<file path="src/rtl/instr_fetch_decode.sv">
// Instruction fetch and decode front end for the multicycle MIPS core.
// Fetches one word per FETCH phase over an Avalon-style read port, latches it
// into the instruction register (IR) and decodes IR into register addresses,
// immediates and one-hot jump/branch strobes for the PC unit.
//
// Ports:
//   clk, rst (async, active-low)
//   state            core phase from PC unit (0=FETCH 1=EXEC1 2=EXEC2)
//   pc               current PC
//   mem_address/mem_read/mem_waitrequest/mem_readdata  read master
//   stall            holds the core phase while a fetch is outstanding
//   fetch_error      sticky: misaligned PC or bus timeout (cleared by reset)
//   instr            IR contents; rs_addr/rt_addr/I_immediate/J_immediate fields
//   J..BGEZAL        decode strobes, at most one high, zero during FETCH/error
//
// Parameter MAX_WAIT: waitrequest cycles tolerated before fetch_error (1..255).
// Optional macro BYTE_SWAP_EN: byte-reverse the read word before loading IR
// (little-endian memory feeding the big-endian core).
module instr_fetch_decode #(
  parameter int unsigned MAX_WAIT = 16
) (
  input  logic        clk,
  input  logic        rst,
  input  logic [1:0]  state,
  input  logic [31:0] pc,
  output logic [31:0] mem_address,
  output logic        mem_read,
  input  logic        mem_waitrequest,
  input  logic [31:0] mem_readdata,
  output logic        stall,
  output logic        fetch_error,
  output logic [31:0] instr,
  output logic [4:0]  rs_addr,
  output logic [4:0]  rt_addr,
  output logic [15:0] I_immediate,
  output logic [25:0] J_immediate,
  output logic        J,
  output logic        JAL,
  output logic        JR,
  output logic        JALR,
  output logic        BEQ,
  output logic        BNE,
  output logic        BLEZ,
  output logic        BGTZ,
  output logic        BLTZ,
  output logic        BGEZ,
  output logic        BLTZAL,
  output logic        BGEZAL
);

  localparam int unsigned CNT_W = 8;
  localparam logic [CNT_W-1:0] WAIT_LAST = CNT_W'(MAX_WAIT - 1);

  localparam logic [1:0] S_IDLE    = 2'd0;
  localparam logic [1:0] S_REQ     = 2'd1;
  localparam logic [1:0] S_CAPTURE = 2'd2;
  localparam logic [1:0] S_ERROR   = 2'd3;

  logic [1:0]       fsm_q, fsm_d;
  logic [CNT_W-1:0] cnt_q, cnt_d;
  logic [31:0]      ir_q, ir_d;
  logic [31:0]      ir_load;
  logic [11:0]      strb;

  // Word as seen by the core
`ifdef BYTE_SWAP_EN
  assign ir_load = {mem_readdata[7:0], mem_readdata[15:8],
                    mem_readdata[23:16], mem_readdata[31:24]};
`else
  assign ir_load = mem_readdata;
`endif

  // State, wait counter and IR registers
  always_ff @(posedge clk or negedge rst) begin
    if (!rst) begin
      fsm_q <= S_IDLE;
      cnt_q <= '0;
      ir_q  <= '0;
    end else begin
      fsm_q <= fsm_d;
      cnt_q <= cnt_d;
      ir_q  <= ir_d;
    end
  end

  // Next-state: one read per FETCH phase; acceptance on the last allowed
  // wait cycle takes priority over the timeout.
  always_comb begin
    fsm_d = fsm_q;
    cnt_d = cnt_q;
    ir_d  = ir_q;
    case (fsm_q)
      S_IDLE: begin
        if (state == 2'd0) begin
          fsm_d = (pc[1:0] != 2'b00) ? S_ERROR : S_REQ;
        end
      end
      S_REQ: begin
        if (!mem_waitrequest) begin
          fsm_d = S_CAPTURE;
        end else if (cnt_q == WAIT_LAST) begin
          fsm_d = S_ERROR;
        end else begin
          cnt_d = cnt_q + CNT_W'(1);
        end
      end
      S_CAPTURE: begin
        ir_d  = ir_load;
        cnt_d = '0;
        fsm_d = S_IDLE;
      end
      S_ERROR: fsm_d = S_ERROR;
      default: fsm_d = S_IDLE;
    endcase
  end

  // Bus and status outputs decoded from the state register
  assign mem_address = {pc[31:2], 2'b00};
  assign mem_read    = (fsm_q == S_REQ);
  assign fetch_error = (fsm_q == S_ERROR);
  assign stall       = ((state == 2'd0) && (fsm_q != S_CAPTURE)) || (fsm_q == S_ERROR);

  // IR fields
  assign instr       = ir_q;
  assign rs_addr     = ir_q[25:21];
  assign rt_addr     = ir_q[20:16];
  assign I_immediate = ir_q[15:0];
  assign J_immediate = ir_q[25:0];

  // One-hot jump/branch decode, suppressed during FETCH and after an error
  always_comb begin
    strb = '0;
    if ((state != 2'd0) && (fsm_q != S_ERROR)) begin
      case (ir_q[31:26])
        6'h00: begin
          case (ir_q[5:0])
            6'h08:   strb[9]  = 1'b1;
            6'h09:   strb[8]  = 1'b1;
            default: strb     = '0;
          endcase
        end
        6'h01: begin
          case (ir_q[20:16])
            5'h00:   strb[3]  = 1'b1;
            5'h01:   strb[2]  = 1'b1;
            5'h10:   strb[1]  = 1'b1;
            5'h11:   strb[0]  = 1'b1;
            default: strb     = '0;
          endcase
        end
        6'h02:   strb[11] = 1'b1;
        6'h03:   strb[10] = 1'b1;
        6'h04:   strb[7]  = 1'b1;
        6'h05:   strb[6]  = 1'b1;
        6'h06:   strb[5]  = 1'b1;
        6'h07:   strb[4]  = 1'b1;
        default: strb     = '0;
      endcase
    end
  end

  assign {J, JAL, JR, JALR, BEQ, BNE, BLEZ, BGTZ, BLTZ, BGEZ, BLTZAL, BGEZAL} = strb;

endmodule

</file>
<file path="config.mk">
export PLATFORM = sky130hd
export DESIGN_NAME = instr_fetch_decode
export DESIGN_NICKNAME = d
export VERILOG_FILES = /design/src/rtl/instr_fetch_decode.sv
export SDC_FILE = /design/constraint.sdc
export NUM_CORES = 1
export LEC_CHECK = 0
export CAP_MARGIN = 10
export CORE_MARGIN = 2
export CORE_UTILIZATION = 37
export DETAILED_ROUTE_END_ITERATION = 16
export PLACE_DENSITY = 0.85
export SETUP_SLACK_MARGIN = 0.02
export SLEW_MARGIN = 20
export SYNTH_ARGS = -nofsm -noshare
export SYNTH_HDL_FRONTEND = slang
export SYNTH_SLANG_ARGS = --single-unit
</file>
<file path="constraint.sdc">
create_clock -name clk -period 3 [get_ports clk]
set_input_delay 0.3 -clock clk [delete_from_list [all_inputs] [get_ports clk]]
set_output_delay 0.3 -clock clk [all_outputs]
set_load 0.01 [all_outputs]
</file>
==> results of run 1 <==
[report_power, final]
group | total [mW] | switching, mW | internal, mW
Combinational | 0.0615 | 0.0190 | 0.0425
Clock | 0.438 | 0.193 | 0.245
Sequential | 0.565 | 0 | 0.565
[routing by layer]
layer  vias up  GRT usage  routed length [um]
li1        889          -                   -
met1       952      0.162                2140
met2       109      0.280                3120
met3        14     0.0584                 591
met4         0     0.0629                 158
met5         -          0                   0
[state kept, by name (all words and copies together) (netlist names)]
name	cells
cnt_q	8
instr	32
fsm_q	2
[worst paths after layout]
kind / endpoint / slack, ps / depth (start not counted)
max reg2reg: cnt_q[7] / 820 / 6
max in group asynchronous: instr[2] / 2260 / 1
max: JR / 170 / 5
min reg2reg: cnt_q[5] / 510 / 1
min in group clk: cnt_q[5] / 510 / 1
min: instr[19] / 140 / 1
[final cells by class]
cell class                      count  area, um^2  share of cell area
Clock buffer                        5        68.8              0.0194
Timing Repair Buffer              138        1380               0.389
Inverter                            6        22.5             0.00635
Tap cell                           96         120              0.0339
Clock inverter                      3        40.0              0.0113
Multi-Input combinational cell    117         863               0.244
Sequential cell                    42        1050               0.297
[synth_stat cells, types with 2 or more instances]
master,n,area (um^2)
nor2_1,14,52.6
nand2_1,9,33.8
buf_4,84,631
and3_1,2,12.5
nor3_1,9,45.0
ha_1,6,75.1
o31ai_1,3,22.5
buf_2,2,10.0
clkbuf_1,4,15.0
o21ai_0,14,70.1
inv_1,6,22.5
nand3_1,5,25.0
dfrtp_1,42,1050
nand2b_1,3,18.8
a21oi_1,2,10.0
nor4_1,2,12.5
mux2_2,31,349
or3_1,3,18.8
[cell families after synthesis]
family | Yosys count | share of synthesized area
AO/OA/AOI/OAI | 23 | 0.0546
adder cells (fa/ha/maj) | 6 | 0.0290
buffers and inverters | 97 | 0.266
flip-flops | 42 | 0.406
multiplexers | 31 | 0.135
other | 1 | 0.00145
AND/OR/NAND/NOR | 55 | 0.107
[placed cells by master, fill, tap and decap left out, types with 2 or more instances in the layout]
cell type        count
ha_1                 5
clkbuf_8             5
inv_1                6
dfrtp_1             42
nand2_1              9
a21oi_1              2
o21ai_0             14
clkinv_2             2
conb_1               2
mux2_2              31
nor4_1               2
nand3_1              5
and3_1               2
o31ai_1              3
nor3_1               8
clkdlybuf4s50_1    134
nand2b_1             3
or3_1                2
nor2_1              14
dlymetal6s2s_1       2
==> reports/results.ini, run 1 <==
[status]
outcome=complete, no violations

[global_routing]
gr-total-overflow=0
grt_pass1_vias=1907
gr-usage-all-layers=0.155
grt_pass1_wl_um=9250
grt_max_degree=43
grt_antenna_before_repair=0

[placement]
dp_hpwl_um=4760
gp_congestion=0.749
numPortBuffers=137
placedCellCount=399
dpl_cell_area_mm2=0.00342
dp_slack_ps=315

[sta]
tightest_slew_ps=947
fin_ws_ps=167
finalMaxSlewViolations=0
finalHoldViolCount=0
max_slew_margin=0.368
setup_viol=0
period_share=0.944
timing.fmax_mhz=353
min_period_ps=2830
fin_setup_tns_ps=0
hold_ws_ps=143
skew_ps=5.58
rsz0062_at_grt=false

[routing]
wl_um=6010
drc=0
vias_per_cell=4.83
wire_per_inst_um=14.8
first_pass_iters=4
dr.first_iter.drc_count=48
via_count=1964
antenna_left=0

[clock_network]
cts_buffers=5
post_cts_buffers=0
clock_latency_ps=290
cts_resized=0
clock-sinks=42
ctsHtreeMaxLevel=2
clk_pin_slew_worst_paths_ps=80
clk_path_buf_depth=2
ctsRootBufferMaster=clkbuf_8
cts_tree=yes
holdBufCountCts=0

[synthesis]
synth-async-reset-ratio=1.00
syn_inst=255
ys.warnings.count=0
synth_edf_count=0
avgSynthCellArea_um2=10.1
ys_ff_latch=42
synthFlopType=dfrtp_1
yosysSeqAreaShare=0.406
yosysUniqueCellTypes=32
synth.cell_area_mm2=0.00259

[setup_path]
critPathMaxFanout=5
crit_start=fsm_q[0]
cpPeakStageDelay_ps=530
worstPathCellList=ha_1, or3_4, or4_1, nor2_1, clkdlybuf4s50_1
cp_num_buf_inv=1
worst-setup-path-type=reg -> out
r2r-start=fsm_q[1]
start_kind=flip-flop
critPathCaptureType=output pin
critical_path_required_ps=2700
cp_slowest_cell=clkdlybuf4s50_1
cp_data_arrival_time_ps=2530
critical_path.top_delay_family=simple AND/OR/NAND/NOR gates

[floorplanning]
pin_count=200
dieArea_mm2=0.00768
die_h_um=87.6
core.rowCount=30
start_util=0.381
core-area_mm2=0.00679
die_w_um=87.6

[power_and_ir_drop]
peakVddDrop_v=0.000160
p_leak_nw=1.53
p_total_mw=1.07
power_density_mw_per_mm2=301

[cells_and_area]
drive_above_1_share=0.148
postLayoutCellArea_mm2=0.00354
utilization=0.522
syn_to_final_growth_pct=37.0
antenna_cells=0
final_cells=407
fillers=644
layout.nets=385

[job]
drv_cap=0

[worst_hold_path]
hold_class=in -> async

Note: power is estimated with default switching activity, not from simulation.
==> run 2, diff against run 1 <==
- CAP_MARGIN: 10 -> 40
==> run 2 against run 1 <==
- flip-flop and latch count unchanged
- total power down 1.7%
- register-to-register slack better by 30 ps
- routed wire length up 1.2%
- final area up 0.67%
- first-iteration DRC count down 38%
- sequential power about the same
- clock skew about the same
- utilization up 0.35 points
- largest power group unchanged
==> reports/results.ini, run 2 (same netlist as run 1, synthesis figures left out) <==
[global_routing]
grt.met2_usage=0.295
grt_antenna_before_repair=0
gr-total-overflow=0
grtUsageMet1=0.169
grt_pass1_vias=1869
met3_usage=0.0434
busiest_layer=met2
gr-usage-all-layers=0.157
grt_max_degree=27
grt_pass1_wl_um=9360

[clock_network]
ctsHtreeMaxLevel=2
post_cts_buffers=0
clock_latency_ps=280
clk_path_buf_depth=2
ctsRootBufferMaster=clkbuf_8
clock-sinks=42
cts_tree=yes
cts_buffers=5
clk_pin_slew_worst_paths_ps=80

[worst_hold_path]
hold_class=in -> async

[sta]
finalHoldViolCount=0
setup_viol=0
tightest_slew_ps=562
fin_setup_tns_ps=0
period_share=0.944
skew_ps=5.71
min_period_ps=2830
rsz0062_at_grt=false
finalMaxSlewViolations=0
fin_ws_ps=169
timing.fmax_mhz=353
max_slew_margin=0.625

[cells_and_area]
syn_to_final_growth_pct=37.9
antenna_cells=0
fillers=646
multi_input_area_um2=858
final_cells=409
layout.area.seq_mm2=0.00105
layout_commonest_cell=clkdlybuf4s50_1
drive_above_1_share=0.147
final_cell_mix=clkdlybuf4s50_1 (135), dfrtp_1 (42), mux2_2 (31)
layout.nets=387
largest_reg_flops=32

[placement]
dp_hpwl_um=4890
placedCellCount=400
numPortBuffers=137
dp_slack_ps=313
gp_congestion=0.749

[floorplanning]
core.rowCount=30
pin_count=200
die_w_um=87.6
die_h_um=87.6
dieArea_mm2=0.00768
start_util=0.381
core-area_mm2=0.00679

[setup_path]
worst-setup-path-type=reg -> out
cp_data_arrival_time_ps=2530
r2r-start=fsm_q[1]
critPathMaxFanout=5
start_kind=flip-flop
crit_start=fsm_q[0]
critical_path_required_ps=2700
critPathCaptureType=output pin

[routing]
antenna_left=0
wl_um=6080
via_count=1949
wire_per_inst_um=14.9
drc=0
dr.first_iter.drc_count=30
vias_per_cell=4.77
first_pass_iters=4

[status]
outcome=complete, no violations

[job]
drv_cap=0

[power_and_ir_drop]
peakVddDrop_v=0.000121
power_density_mw_per_mm2=293
p_total_mw=1.05
p_leak_nw=1.52

run 2: cell types whose count changed in the layout (fill, tap and decap cells not counted):
cell / change
clkdlybuf4s50_1: +1
nor3_1: +1
dlymetal6s2s_1: -1
bufinv_16: -1
nor3_2: -1
buf_12: +1
dlygate4sd3_1: +1
clkinv_2: -2
clkbuf_8: +3
run 2: critical path, cell delays in order (launching register included):
cell             delay [ps]
dfrtp_1                 420
ha_1                    270
or3_4                   430
or4_1                   500
nor2_1                  100
clkdlybuf4s50_1         530
run 2: timing repair:
action | 4_1_cts | 5_1_grt
gates resized for setup | 0 | 2
hold buffers | 1 | 0
hold endpoints to repair | 18 | 0
setup endpoints to repair | 0 | 3
run 2: area by class of cell:
type                            instances  area share
Clock buffer                            8      0.0309
Sequential cell                        42       0.295
Multi-Input combinational cell        117       0.241
Tap cell                               96      0.0337
Timing Repair Buffer                  140       0.394
Inverter                                6     0.00631
run 2: layer usage:
metal / up-vias / wire [um]
met5: - / 0
met2: 102 / 3270
li1: 894 / -
met1: 945 / 2280
met4: 0 / 72
met3: 8 / 461
run 2: metrics by stage:
stage	hold WS [ps]	cell area (um^2)	util
after floorplan	4.41	2590	-
after global placement	502	3420	0.503
after detailed placement	296	3440	0.506
after CTS	512	3560	0.524
after global routing	523	3570	0.525
final	505	3570	0.525
run 2: worst paths after layout:
kind / to / slack (ps) / depth (start not counted)
max: JR / 170 / 5
min: instr[21] / 500 / 2
max reg2reg: cnt_q[7] / 850 / 6
min reg2reg: cnt_q[5] / 520 / 1
max in group asynchronous: instr[5] / 2000 / 3
min in group clk: cnt_q[5] / 520 / 1
run 2: power breakdown:
part | switching [mW] | internal (mW)
combinational | 0.0203 | 0.0460
clock | 0.183 | 0.232
sequential | 0 | 0.566
